===== config.mk =====
export PLATFORM = sky130hd
export DESIGN_NAME = dds_freq_meter
export DESIGN_NICKNAME = d
export VERILOG_FILES = /design/src/rtl/dds_freq_meter.sv
export SDC_FILE = /design/constraint.sdc
export NUM_CORES = 1
export LEC_CHECK = 0
export BUFFER_PORTS_ARGS = -buffer_cell sky130_fd_sc_hd__buf_2
export CORE_ASPECT_RATIO = 1.5
export CORE_MARGIN = 1
export CORE_UTILIZATION = 25
export CTS_CLUSTER_SIZE = 24
export DETAILED_ROUTE_END_ITERATION = 16
export PLACE_DENSITY = 0.37
export REMOVE_ABC_BUFFERS = 1
export SYNTH_ARGS = -nofsm -noshare
export SYNTH_HDL_FRONTEND = slang
export SYNTH_SLANG_ARGS = --single-unit

===== constraint.sdc =====
create_clock -name clk -period 8.6 [get_ports clk]
set_clock_uncertainty 0.05 [all_clocks]
set_input_delay 1.72 -clock clk [delete_from_list [all_inputs] [get_ports clk]]
set_output_delay 1.72 -clock clk [all_outputs]
set_load 0.02 [all_outputs]

===== src/rtl/dds_freq_meter.sv =====
// DDS frequency meter: times 2^PeriodCntLog2 rising midscale crossings, then
// divides a fixed numerator by the cycle total to recover the tuning word.
//   state  | meaning
//   IDLE   | waiting for a crossing with MeasEn high
//   COUNT  | accumulating cycles across the averaged periods
//   DIVIDE | restoring divide, one quotient bit per cycle
//   REPORT | FreqValid pulse with the freshly loaded FreqWord
module dds_freq_meter #(
  parameter int DataInBitWidth    = 10,
  parameter int FrequencyBitWidth = 32,
  parameter int PeriodCntLog2     = 4,
  parameter int CountBitWidth     = 24,
  parameter int Hysteresis        = 8
) (
  input  logic                         clk,
  input  logic                         rst_n,
  input  logic                         MeasEn,
  input  logic [DataInBitWidth-1:0]    WaveDataIn,
  output logic [FrequencyBitWidth-1:0] FreqWord,
  output logic                         FreqValid,
  output logic                         Timeout,
  output logic                         Busy
);
  localparam int AccW    = CountBitWidth + PeriodCntLog2;
  localparam int RemW    = AccW + 1;
  localparam int QuoW    = FrequencyBitWidth + PeriodCntLog2 + 1;
  localparam int DivCntW = $clog2(QuoW);
  localparam int Mid     = 2 ** (DataInBitWidth - 1);
  localparam int FullSc  = 2 ** DataInBitWidth - 1;
  localparam int LoInt   = (Mid - Hysteresis < 0) ? 0 : Mid - Hysteresis;
  localparam int HiInt   = (Mid + Hysteresis > FullSc) ? FullSc : Mid + Hysteresis;
  localparam logic [DataInBitWidth-1:0] LoThr = LoInt[DataInBitWidth-1:0];
  localparam logic [DataInBitWidth-1:0] HiThr = HiInt[DataInBitWidth-1:0];
  localparam logic [PeriodCntLog2:0]    PcDone = {1'b1, {PeriodCntLog2{1'b0}}};
  localparam logic [DivCntW-1:0]        DivLast = DivCntW'(QuoW - 1);

  localparam logic [1:0] IDLE   = 2'd0;
  localparam logic [1:0] COUNT  = 2'd1;
  localparam logic [1:0] DIVIDE = 2'd2;
  localparam logic [1:0] REPORT = 2'd3;

  logic [1:0]                   state_q, state_d;
  logic [DataInBitWidth-1:0]    s_q;
  logic                         above_q, above_d;
  logic [CountBitWidth-1:0]     cnt_q, cnt_d;
  logic [AccW-1:0]              acc_q, acc_d;
  logic [PeriodCntLog2:0]       pc_q, pc_d;
  logic [AccW-1:0]              div_q, div_d;
  logic [AccW-1:0]              rem_q, rem_d;
  logic [QuoW-1:0]              quo_q, quo_d;
  logic [DivCntW-1:0]           dcnt_q, dcnt_d;
  logic [FrequencyBitWidth-1:0] word_q, word_d;
  logic                         valid_q, valid_d;
  logic                         to_q, to_d;

  logic                         x_evt;
  logic                         cnt_max;
  logic [AccW-1:0]              acc_sum;
  logic [PeriodCntLog2:0]       pc_inc;
  logic [RemW-1:0]              rem_sh, rem_sub, rem_sel;
  logic                         rem_ge;
  logic [QuoW-1:0]              quo_nx;
  logic [FrequencyBitWidth-1:0] quo_sat;

  always_comb begin
    x_evt   = !above_q && (s_q >= HiThr);
    above_d = above_q;
    if (s_q < LoThr) begin
      above_d = 1'b0;
    end else if (x_evt) begin
      above_d = 1'b1;
    end
  end

  // Numerator is a single one at bit QuoW-1, so only the first shifted-in bit is set.
  always_comb begin
    cnt_max = &cnt_q;
    acc_sum = acc_q + AccW'(cnt_q);
    pc_inc  = pc_q + 1'b1;
    rem_sh  = {rem_q, (dcnt_q == '0)};
    rem_sub = rem_sh - {1'b0, div_q};
    rem_ge  = (rem_sh >= {1'b0, div_q});
    rem_sel = rem_ge ? rem_sub : rem_sh;
    quo_nx  = {quo_q[QuoW-2:0], rem_ge};
    quo_sat = (|quo_nx[QuoW-1:FrequencyBitWidth]) ? '1 : quo_nx[FrequencyBitWidth-1:0];
  end

  always_comb begin
    state_d = state_q;
    cnt_d   = cnt_q;
    acc_d   = acc_q;
    pc_d    = pc_q;
    div_d   = div_q;
    rem_d   = rem_q;
    quo_d   = quo_q;
    dcnt_d  = dcnt_q;
    word_d  = word_q;
    valid_d = 1'b0;
    to_d    = 1'b0;
    if (!MeasEn) begin
      state_d = IDLE;
      cnt_d   = '0;
      acc_d   = '0;
      pc_d    = '0;
      dcnt_d  = '0;
    end else begin
      case (state_q)
        IDLE: begin
          if (x_evt) begin
            state_d = COUNT;
            cnt_d   = CountBitWidth'(1);
            acc_d   = '0;
            pc_d    = '0;
          end else if (cnt_max) begin
            cnt_d   = '0;
            word_d  = '0;
            valid_d = 1'b1;
            to_d    = 1'b1;
          end else begin
            cnt_d = cnt_q + 1'b1;
          end
        end
        COUNT: begin
          if (x_evt) begin
            cnt_d = CountBitWidth'(1);
            acc_d = acc_sum;
            pc_d  = pc_inc;
            if (pc_inc == PcDone) begin
              state_d = DIVIDE;
              div_d   = acc_sum;
              rem_d   = '0;
              quo_d   = '0;
              dcnt_d  = '0;
            end
          end else if (cnt_max) begin
            state_d = IDLE;
            cnt_d   = '0;
            acc_d   = '0;
            pc_d    = '0;
            word_d  = '0;
            valid_d = 1'b1;
            to_d    = 1'b1;
          end else begin
            cnt_d = cnt_q + 1'b1;
          end
        end
        DIVIDE: begin
          if (x_evt) cnt_d = CountBitWidth'(1);
          rem_d  = AccW'(rem_sel);
          quo_d  = quo_nx;
          dcnt_d = dcnt_q + 1'b1;
          if (dcnt_q == DivLast) begin
            state_d = REPORT;
            word_d  = quo_sat;
            valid_d = 1'b1;
          end
        end
        default: begin
          if (x_evt) cnt_d = CountBitWidth'(1);
          state_d = IDLE;
        end
      endcase
    end
  end

  always_ff @(posedge clk or negedge rst_n) begin
    if (!rst_n) begin
      state_q <= IDLE;
      s_q     <= '0;
      above_q <= 1'b1;
      cnt_q   <= '0;
      acc_q   <= '0;
      pc_q    <= '0;
      div_q   <= '0;
      rem_q   <= '0;
      quo_q   <= '0;
      dcnt_q  <= '0;
      word_q  <= '0;
      valid_q <= 1'b0;
      to_q    <= 1'b0;
    end else begin
      state_q <= state_d;
      s_q     <= WaveDataIn;
      above_q <= above_d;
      cnt_q   <= cnt_d;
      acc_q   <= acc_d;
      pc_q    <= pc_d;
      div_q   <= div_d;
      rem_q   <= rem_d;
      quo_q   <= quo_d;
      dcnt_q  <= dcnt_d;
      word_q  <= word_d;
      valid_q <= valid_d;
      to_q    <= to_d;
    end
  end

  assign FreqWord  = word_q;
  assign FreqValid = valid_q;
  assign Timeout   = to_q;
  assign Busy      = (state_q != IDLE);

endmodule


==> results of run 1 <==
-- metrics by stage --
step	hold slack, ns	setup WS (ns)	std cells	total power [mW]
6_report	0.423	4.47	1805	1.88
5_1_grt	0.438	4.20	1805	1.96
4_1_cts	0.425	4.45	1805	1.92
3_5_place_dp	0.407	4.00	1773	1.12
3_3_place_gp	0.406	3.96	1773	1.12
2_1_floorplan	0.390	3.55	1145	1.06
-- cell usage after synthesis (27+ instances only) --
library cell | count | area (um^2)
xnor2_1 | 27 | 236
inv_1 | 40 | 150
dfrtp_1 | 198 | 4950
ha_1 | 56 | 701
o21ai_0 | 140 | 701
nor2_1 | 81 | 304
a21oi_1 | 43 | 215
nand2_1 | 196 | 736
nand3_1 | 61 | 305
clkbuf_1 | 49 | 184
-- area by class of cell --
cell class                 instances  area [um^2]
inverter                          40          150
tap                              570          713
fill                            4640        30700
multi-input combinational        906         5600
clock buffer                      21          450
sequential                       199         4980
timing repair buffer              58          335
clock inverter                    11         92.6
-- where the power goes --
part	switching [mW]	total [mW]	internal (mW)
clock network	0.391	0.777	0.385
registers	0.0113	0.960	0.949
logic	0.0921	0.141	0.0493
total	0.495	1.88	1.38
-- worst min-delay path by stage --
stage | startpoint | end | slack (ns) | cells after the start
final | quo_q[35] | quo_q[35] | 0.42 | 2
after global routing | quo_q[35] | quo_q[35] | 0.44 | 2
after CTS | quo_q[35] | quo_q[35] | 0.43 | 2
after detailed placement | quo_q[35] | quo_q[35] | 0.41 | 2
after global placement | quo_q[35] | quo_q[35] | 0.41 | 2
after floorplan | quo_q[35] | quo_q[35] | 0.39 | 2
-- metal layers --
layer  vias to the layer above  wire (um)  part of all wire
li1                       4300          -                 -
met1                      4153      12700              0.42
met2                        98      16400              0.55
met3                        22        549             0.018
met4                         0        396             0.013
met5                         -          0                 0
-- worst min-delay path, stage by stage (launching register included) --
cell,delay [ns]
dfrtp_1,0.35
nand2_1,0.05
nand2_1,0.05
-- sequential cells by signal, indices dropped and copies added, names as in the netlist --
signal and count:
acc_q 28, quo_q 36, rem_q 28, dcnt_q 6, above_q 1, FreqWord 32
state_q 2, pc_q 5, Timeout 1, div_q 28, FreqValid 1, s_q 7
cnt_q 24
-- kinds of logic after synthesis --
family	count (synthesis)
xor gates and xnor gates	52
AOI/OAI and AO/OA	341
and+or+nand+nor	432
buffers and inverters	98
muxes	23
adders and majority gates	58
DFF	199
==> key figures, run 1 <==
Outcome
  – Outcome: finished clean

Finish
  – Layout area overhead: 12.6%
  – Most common cell after layout, fill and taps aside: dfrtp_1
  – Fraction of layout cells with a size suffix above 1: 0.0931
  – Finished Core Util: 0.286
  – # diodes: 0
  – Commonest non-fill, non-tap cells in the layout: 198 x dfrtp_1, 196 x nand2_1, 140 x o21ai_0
  – Post-route cell area: approximately 0.012 mm^2
  – Nets@finish: between 1000 and 1500

CTS
  – CTS tree: yes
  – CTS max path bufs: 2
  – Clock latency on the worst-skew pair: between 0.4 and 0.5 ns
  – TritonCTS buffer count: 17
  – Htree depth: 4
  – CTS Hold Bufs: 0
  – Cts repair resizes: 0
  – Clock-pin slew on the worst setup and hold paths: 0.08 ns
  – Setup repair bufs after CTS: 0
  – Clk sinks: about 200
  – Root Driver: clkbuf_16

Drt
  – Routed length per instance: approximately 17 um
  – Initial DRC Count: ~470
  – Post-route DRC violation count: 0
  – Detailed-route vias per instance: between 4 and 5
  – WL final: roughly 30 mm
  – First-pass detailed-route iteration total: 5
  – Routed Antenna Nets: 0
  – Vias: between 8000 and 9000

Synthesis
  – Adder-Cell Fraction of Synth Area: 0.0677
  – Synth Register Bits: a little under 200
  – Mux contribution to synthesized area: 0.0215
  – Syn avg cell area: about 9 um^2
  – Netlist cell types: 66
  – Syn. warnings: 0
  – Post-Synth XOR/XNOR Area: 0.0416
  – FFs w/ async S/R, synth: 1.00
  – Simple-Gate Fraction of Synth Area: 0.178
  – Register area share after synthesis: 0.455
  – Synth Area in Compound Gates: 0.199
  – Largest family of logic cells by synthesized area: compound AO/OA/AOI/OAI gates
  – Synth Flop Type: dfrtp_1
  – Mapped Area: between 0.01 and 0.015 mm^2
  – Post-Synthesis Cells: 1203
  – Number of synthesized flops with an enable pin: 0

Global routing
  – First-pass GRT wire length: a little under 50 mm
  – GRT met3 Usage: 0.0183
  – Largest net degree at the start of global routing: about 100
  – Total grt overflow: 0
  – Grt met2 use: 0.272
  – Vias in the first global route: between 8000 and 9000
  – GRT Util Overall: 0.140
  – Met1 Usage GRT: 0.156
  – Initial antenna violation count: 0
  – GR peak layer: met2

Worst setup path
  – WS Path Type: in2reg
  – Reg2reg path depth: 15
  – Crit start category: input port
  – Slowest CP cell: nor2_4
  – Worst Path Buf+Inv: 3
  – Crit path capture: rem_q[24]
  – Reg-to-Reg Start: dcnt_q[0]
  – Cell chain of the critical path: buf_2, buf_4, inv_1, nor2_4, nand2_1, nand3_1, o211ai_1
  – Delay of the slowest cell on the worst path: between 0.7 and 0.8 ns
  – CP required: slightly below 9 ns
  – Crit path max-delay family: simple AND/OR/NAND/NOR gates
  – Flop2flop setup slack: ~4.6 ns
  – Crit. Startpoint: MeasEn
  – CP Capture Type: flip-flop
  – Reg2reg end: rem_q[24]
  – CP arrival: roughly 4.4 ns
  – Stages on the worst setup path: 7
  – Critical path peak fanout: a little over 40

Timing
  – Final Critical Period: 4.13 ns
  – Fin. max-slew vios: 0
  – Rel. slew slack: 0.412
  – Max Freq: around 240 MHz
  – Fin crit share: 0.480
  – RSZ-0062 raised after global routing: false
  – Slew @ Worst Pin: just under 0.9 ns
  – Final Hold Viols: 0
  – TNS Setup: 0 ns
  – Endpoints failing setup: 0

Die
  – Io pins: 48
  – Core ar.: roughly 0.043 mm^2
  – Die Area: between 0.04 and 0.05 mm^2
  – FP Rows: 93
  – Starting density of the core: 0.254
  – Chip height: roughly 260 um
  – Die W: ~170 um

Min path
  – Hold WC Path Type: reg2reg

Power and ir drop
  – Peak supply drop: 0.000136 V
  – Pwr dens: roughly 150 mW/mm^2
  – Leakage: 5.84 nW

Placed design
  – Global placer's final weighted congestion: 0.755
  – DP HPWL: approximately 21 mm
  – I/O Buffers: 44
  – Dpl cell area: 0.0118 mm^2

Job
  – MaxCap Viol Count: 0
No activity file was read; power rests on OpenSTA's default activity.
==> inputs of run 2 (changes only) <==
--- a/config.mk
+++ b/config.mk
@@ -11,7 +11,7 @@
 export CORE_UTILIZATION = 25
 export CTS_CLUSTER_SIZE = 24
 export DETAILED_ROUTE_END_ITERATION = 16
-export PLACE_DENSITY = 0.37
+export PLACE_DENSITY = 0.38
 export REMOVE_ABC_BUFFERS = 1
 export SYNTH_ARGS = -nofsm -noshare
 export SYNTH_HDL_FRONTEND = slang
==> constraint.sdc (replaced) <==
create_clock -name clk -period 3.3 [get_ports clk]
set_clock_uncertainty 0.05 [all_clocks]
set_input_delay 0.66 -clock clk [delete_from_list [all_inputs] [get_ports clk]]
set_output_delay 0.66 -clock clk [all_outputs]
set_load 0.02 [all_outputs]
==> run 2 against run 1 <==
Die area is the same. Combinational power grew to 3.7 times the previous value. Non-clock buffer count grew 50. Highest routed layer unchanged. Largest cell class unchanged. Global-route usage grew 0.48 points. Via count grew 2.5%. Clock power grew to 2.7 times the previous value. Cell area grew 5.5%. Routed wire length grew 2.9%. Sequential power grew to 2.6 times the previous value. Power grew to 2.7 times the previous value. Critical path type is now reg2reg. Setup slack lost 4.5 ns.
==> key figures, run 2 (synthesis results as in run 1) <==
Drt
  – Routed Antenna Nets: 0
  – WL final: between 30 and 40 mm
  – Vias: 8784
  – First-pass detailed-route iteration total: 4
  – Routed length per instance: ~17 um
  – Detailed-route vias per instance: ~4.7
  – Post-route DRC violation count: 0
  – Initial DRC Count: 465

Global routing
  – GR peak layer: met2
  – GRT met3 Usage: 0.0176
  – Total grt overflow: 0
  – First-pass GRT wire length: between 50 and 60 mm
  – GRT Util Overall: 0.145
  – Grt met2 use: 0.272
  – Vias in the first global route: 9189
  – Largest net degree at the start of global routing: 53
  – Met1 Usage GRT: 0.164
  – Initial antenna violation count: 0

Finish
  – Largest register FFs: 36
  – Most common cell after layout, fill and taps aside: dfrtp_1
  – Layout area overhead: 18.8%
  – Fraction of layout cells with a size suffix above 1: 0.150
  – Finished Core Util: 0.302
  – Register name with the most flops: quo_q
  – Register area: approximately 0.0050 mm^2
  – Nets@finish: 1344
  – Filler Cell Count: roughly 4500
  – Multi-input gate area: between 0.005 and 0.006 mm^2
  – # diodes: 0
  – Final std cells w/o fill: between 1500 and 2000
  – Post-route cell area: 0.0130 mm^2
  – Commonest non-fill, non-tap cells in the layout: 197 x dfrtp_1, 195 x nand2_1, 134 x o21ai_0

CTS
  – Clk sinks: a little under 200
  – CTS max path bufs: 2
  – TritonCTS buffer count: 17
  – CTS tree: yes
  – Root Driver: clkbuf_16
  – Htree depth: 4
  – Clock latency on the worst-skew pair: between 0.4 and 0.5 ns
  – Clock-pin slew on the worst setup and hold paths: around 0.080 ns

Timing
  – Slew @ Worst Pin: 0.835 ns
  – Final Critical Period: ~3.3 ns
  – Endpoints failing setup: 0
  – Rel. slew slack: 0.442
  – Final Hold Viols: 0
  – Final setup margin: about 0.0031 ns
  – Min Hold Slack: just under 0.05 ns
  – TNS Setup: 0 ns
  – Fin crit share: 0.999
  – Max Freq: just over 300 MHz
  – Fin. max-slew vios: 0
  – RSZ-0062 raised after global routing: true

Die
  – Io pins: between 40 and 50
  – Chip height: around 260 um
  – Starting density of the core: 0.254
  – Die Area: between 0.04 and 0.05 mm^2
  – FP Rows: 93
  – Core ar.: 0.0431 mm^2
  – Die W: between 150 and 200 um

Worst setup path
  – Crit start category: flip-flop
  – Reg2reg path depth: 11
  – CP required: between 3 and 4 ns
  – CP Capture Type: flip-flop
  – Critical path peak fanout: 7
  – Reg-to-Reg Start: rem_q[21]
  – Flop2flop setup slack: ~0.0031 ns
  – Reg2reg end: rem_q[9]
  – WS Path Type: reg2reg
  – CP arrival: 3.59 ns

Outcome
  – Outcome: finished clean

Power and ir drop
  – Clock Power Share: 0.411
  – Sw Ratio: 0.267
  – Sequential Power Share: 0.487
  – Comb pwr share: 0.102
  – P_int: approximately 3.8 mW
  – Pwr dens: ~400 mW/mm^2
  – P_sw: about 1.4 mW
  – Peak supply drop: 0.000381 V
  – Total power: ~5.1 mW
  – Leakage: 6.18 nW

Placed design
  – Global placer's final weighted congestion: roughly 0.77
  – Post-Place Cells: 1809
  – I/O Buffers: 44
  – DP HPWL: around 22 mm
  – Pre-CTS WS: -0.270 ns
  – Dpl cell area: between 0.01 and 0.015 mm^2

Min path
  – Hold WC Path Type: in2async

Job
  – MaxCap Viol Count: 0
run 2: critical path: stages, from the launching register on:
cell and delay (ns):
dfrtp_1 0.41, ha_1 0.35, a21o_1 0.20, a21o_1 0.18
a21oi_1 0.19, o21ai_0 0.12, a211o_1 0.42, a41oi_1 0.48
o2bb2ai_4 0.24, buf_6 0.20, nor4_1 0.07, a221o_1 0.27
run 2: worst max path at each step:
stage / startpoint / end / slack, ns / cells past startpoint
detailed placement: dcnt_q[0] / rem_q[26] / -0.27 / 16
CTS: dcnt_q[1] / rem_q[26] / -0.02 / 16
global placement: dcnt_q[0] / rem_q[26] / -0.26 / 16
finish: rem_q[21] / rem_q[9] / 0.003 / 11
floorplan: s_q[6] / rem_q[18] / -0.74 / 7
global route: dcnt_q[0] / rem_q[26] / -0.26 / 16
run 2: what timing repair did:
item	4_1_cts	5_1_grt
cloned	0	4
setup buffers	4	9
hold buffers	0	0
setup endpoints to repair	10	31
gates resized for setup	11	34
pin swaps	3	13
run 2: area by class of cell:
class / instances / area share
inverters: 40 / 0.0116
clock buffers: 20 / 0.0359
well taps: 570 / 0.0549
clock inverters: 12 / 0.00818
repair buffers: 108 / 0.0632
flip-flops and latches: 199 / 0.383
multi-input cells: 907 / 0.443
run 2: power groups by stage:
stage / sequential [mW] / combinational (mW) / clock [mW]
after detailed placement: 2.55 / 0.420 / 0
after global placement: 2.55 / 0.419 / 0
after floorplan: 2.56 / 0.214 / 0
final: 2.50 / 0.523 / 2.11
after CTS: 2.50 / 0.426 / 2.21
after global routing: 2.51 / 0.577 / 2.28
run 2: metal layers:
layer  routed length [um]  part of all wire  vias up
met5                    0                 0        -
met4                  806             0.026        0
met3                  520             0.017       35
met2                16600              0.54       98
met1                13000              0.42     4247
li1                     -                 -     4404
==> inputs of run 3 (changes only) <==
--- a/config.mk
+++ b/config.mk
@@ -11,6 +11,7 @@
 export CORE_UTILIZATION = 25
 export CTS_CLUSTER_SIZE = 24
 export DETAILED_ROUTE_END_ITERATION = 16
+export GPL_TIMING_DRIVEN = 0
 export PLACE_DENSITY = 0.38
 export REMOVE_ABC_BUFFERS = 1
 export SYNTH_ARGS = -nofsm -noshare
==> run 3 against run 2 <==
The run now ends with setup timing left. Clock power grew 8%. Non-clock buffer count shrank 34. Count of clock-buffer cells in the layout shrank 3. Fmax shrank 1.8%. Core utilization shrank 0.26 points. Critical path type unchanged.
==> key figures, run 3 (synthesis results as in run 1) <==
Placed design
  – Global placer's final weighted congestion: about 0.76
  – I/O Buffers: between 40 and 50
  – Pre-CTS WS: -0.784 ns
  – Dpl cell area: roughly 0.012 mm^2
  – DP HPWL: 20.4 mm

Global routing
  – Total grt overflow: 0
  – First-pass GRT wire length: ~50 mm
  – Vias in the first global route: 8958
  – Initial antenna violation count: 0
  – GRT Util Overall: 0.143
  – Largest net degree at the start of global routing: between 100 and 150

Worst setup path
  – Flop2flop setup slack: -0.06 ns
  – Crit start category: flip-flop
  – Cell chain of the critical path: inv_1, ha_2, nor3b_4, nand2_2, ha_4, fa_2, nor2b_4, o2111ai_4, a211o_1, a31oi_4, buf_6, a221oi_4, o21ai_2, a21oi_2, xor2_1, o211ai_1
  – CP required: 3.62 ns
  – Reg2reg path depth: 16
  – CP arrival: between 3 and 4 ns
  – CP Capture Type: flip-flop
  – Worst Path Buf+Inv: 2
  – Reg-to-Reg Start: dcnt_q[1]
  – Delay of the slowest cell on the worst path: between 0.3 and 0.4 ns
  – Reg2reg end: rem_q[24]
  – Slowest CP cell: fa_2
  – Crit path max-delay family: compound AO/OA/AOI/OAI gates
  – Critical path peak fanout: 3
  – WS Path Type: reg2reg

Die
  – Starting density of the core: 0.254
  – Chip height: 258 um
  – Die W: about 170 um
  – FP Rows: a little over 90
  – Io pins: 48
  – Core ar.: approximately 0.043 mm^2
  – Die Area: 0.0446 mm^2

CTS
  – CTS Hold Bufs: 0
  – TritonCTS buffer count: 17
  – Clk sinks: approximately 200
  – Htree depth: 4
  – Root Driver: clkbuf_16
  – CTS max path bufs: 2
  – CTS tree: yes
  – Clock latency on the worst-skew pair: about 0.46 ns
  – Clock-pin slew on the worst setup and hold paths: ~0.09 ns

Timing
  – Final Hold Viols: 0
  – Final setup margin: -0.0559 ns
  – Max Freq: 298 MHz
  – Slew @ Worst Pin: between 1 and 1.5 ns
  – RSZ-0062 raised after global routing: true
  – TNS Setup: -0.0935 ns
  – Min Hold Slack: approximately 0.17 ns
  – Fin crit share: 1.02
  – Final Critical Period: 3.36 ns
  – Rel. slew slack: 0.269
  – Fin. max-slew vios: 0
  – Endpoints failing setup: 2

Drt
  – Post-route DRC violation count: 0
  – First-pass detailed-route iteration total: 4
  – WL final: a little over 30 mm
  – Vias: ~9000
  – Initial DRC Count: between 400 and 500
  – Routed Antenna Nets: 0
  – Routed length per instance: around 17 um
  – Detailed-route vias per instance: approximately 4.8

Job
  – MaxCap Viol Count: 0

Power and ir drop
  – Leakage: about 6 nW
  – Pwr dens: a little over 400 mW/mm^2
  – Peak supply drop: between 0.0003 and 0.0004 V

Finish
  – Commonest non-fill, non-tap cells in the layout: 197 x dfrtp_1, 194 x nand2_1, 138 x o21ai_0
  – Most common cell after layout, fill and taps aside: dfrtp_1
  – Post-route cell area: approximately 0.013 mm^2
  – Largest register FFs: 36
  – Nets@finish: ~1300
  – Fraction of layout cells with a size suffix above 1: 0.132
  – # diodes: 0
  – Register area: 0.00498 mm^2
  – Finished Core Util: 0.299
  – Layout area overhead: 17.7%
  – Filler Cell Count: ~4600
  – Register name with the most flops: quo_q
  – Multi-input gate area: 0.00585 mm^2

Min path
  – Hold WC Path Type: in2async

Outcome
  – Failing checks: setup timing
  – Outcome: complete, but fails checks
run 3: cell count changes in the layout (fill, tap and decap cells not counted), sizes merged:
| cell | delta |
|---|---|
| nor2 | +2 |
| clkinvlp | -1 |
| buf | -32 |
| bufinv | +1 |
| inv | +4 |
| clkinv | -1 |
| clkbuf | -5 |
run 3: what timing repair did:
action	CTS	global route
buffers inserted	13	11
pin swaps	17	20
setup endpoints to repair	100	106
cloned	3	0
gates resized for setup	30	21
run 3: metrics by stage:
step	cells	power, mW
after floorplan	1145	2.77
after global placement	1759	2.92
after detailed placement	1765	2.93
after CTS	1813	5.29
after global routing	1824	5.47
final	1824	5.25
run 3: how the worst max path moves through the flow:
stage	end	slack [ns]	cells after the start	from
floorplan	rem_q[18]	-0.74	7	s_q[6]
global placement	rem_q[0]	-4.85	6	MeasEn
detailed placement	rem_q[3]	-0.78	5	MeasEn
CTS	rem_q[26]	-0.10	15	dcnt_q[0]
global route	rem_q[24]	-0.21	16	dcnt_q[1]
finish	rem_q[24]	-0.06	16	dcnt_q[1]
run 3: worst register-to-register path, cell delays in order, from the launching register on:
cell and delay [ns]:
dfrtp_1 0.38, inv_1 0.06, ha_2 0.16, nor3b_4 0.19, nand2_2 0.11, ha_4 0.18
fa_2 0.39, nor2b_4 0.16, o2111ai_4 0.15, a211o_1 0.37, a31oi_4 0.22, buf_6 0.14
a221oi_4 0.06, o21ai_2 0.22, a21oi_2 0.08, xor2_1 0.15, o211ai_1 0.18
run 3: cell type report:
cell class                      count  share of cell area
Multi-Input combinational cell    909               0.454
Clock buffer                       17              0.0330
Tap cell                          570              0.0554
Sequential cell                   199               0.387
Clock inverter                     15              0.0149
Timing Repair Buffer               74              0.0444
Inverter                           40              0.0117
run 3: per-layer routing:
layer | part of all wire | up-vias | track usage | wire, um
met4 | 0.019 | 0 | 0.0521 | 596
met2 | 0.54 | 88 | 0.272 | 16500
met1 | 0.43 | 4298 | 0.163 | 13100
met3 | 0.014 | 27 | 0.0150 | 443
li1 | - | 4344 | - | -
met5 | 0 | - | 0 | 0
run 3: report_power, final:
part	switching, mW	internal (mW)	total [mW]	leakage (nW)
sequential	0.0300	2.47	2.50	2.62
clock	1.15	1.11	2.27	0.303
combinational	0.274	0.208	0.483	3.11
total	1.46	3.79	5.25	6.03
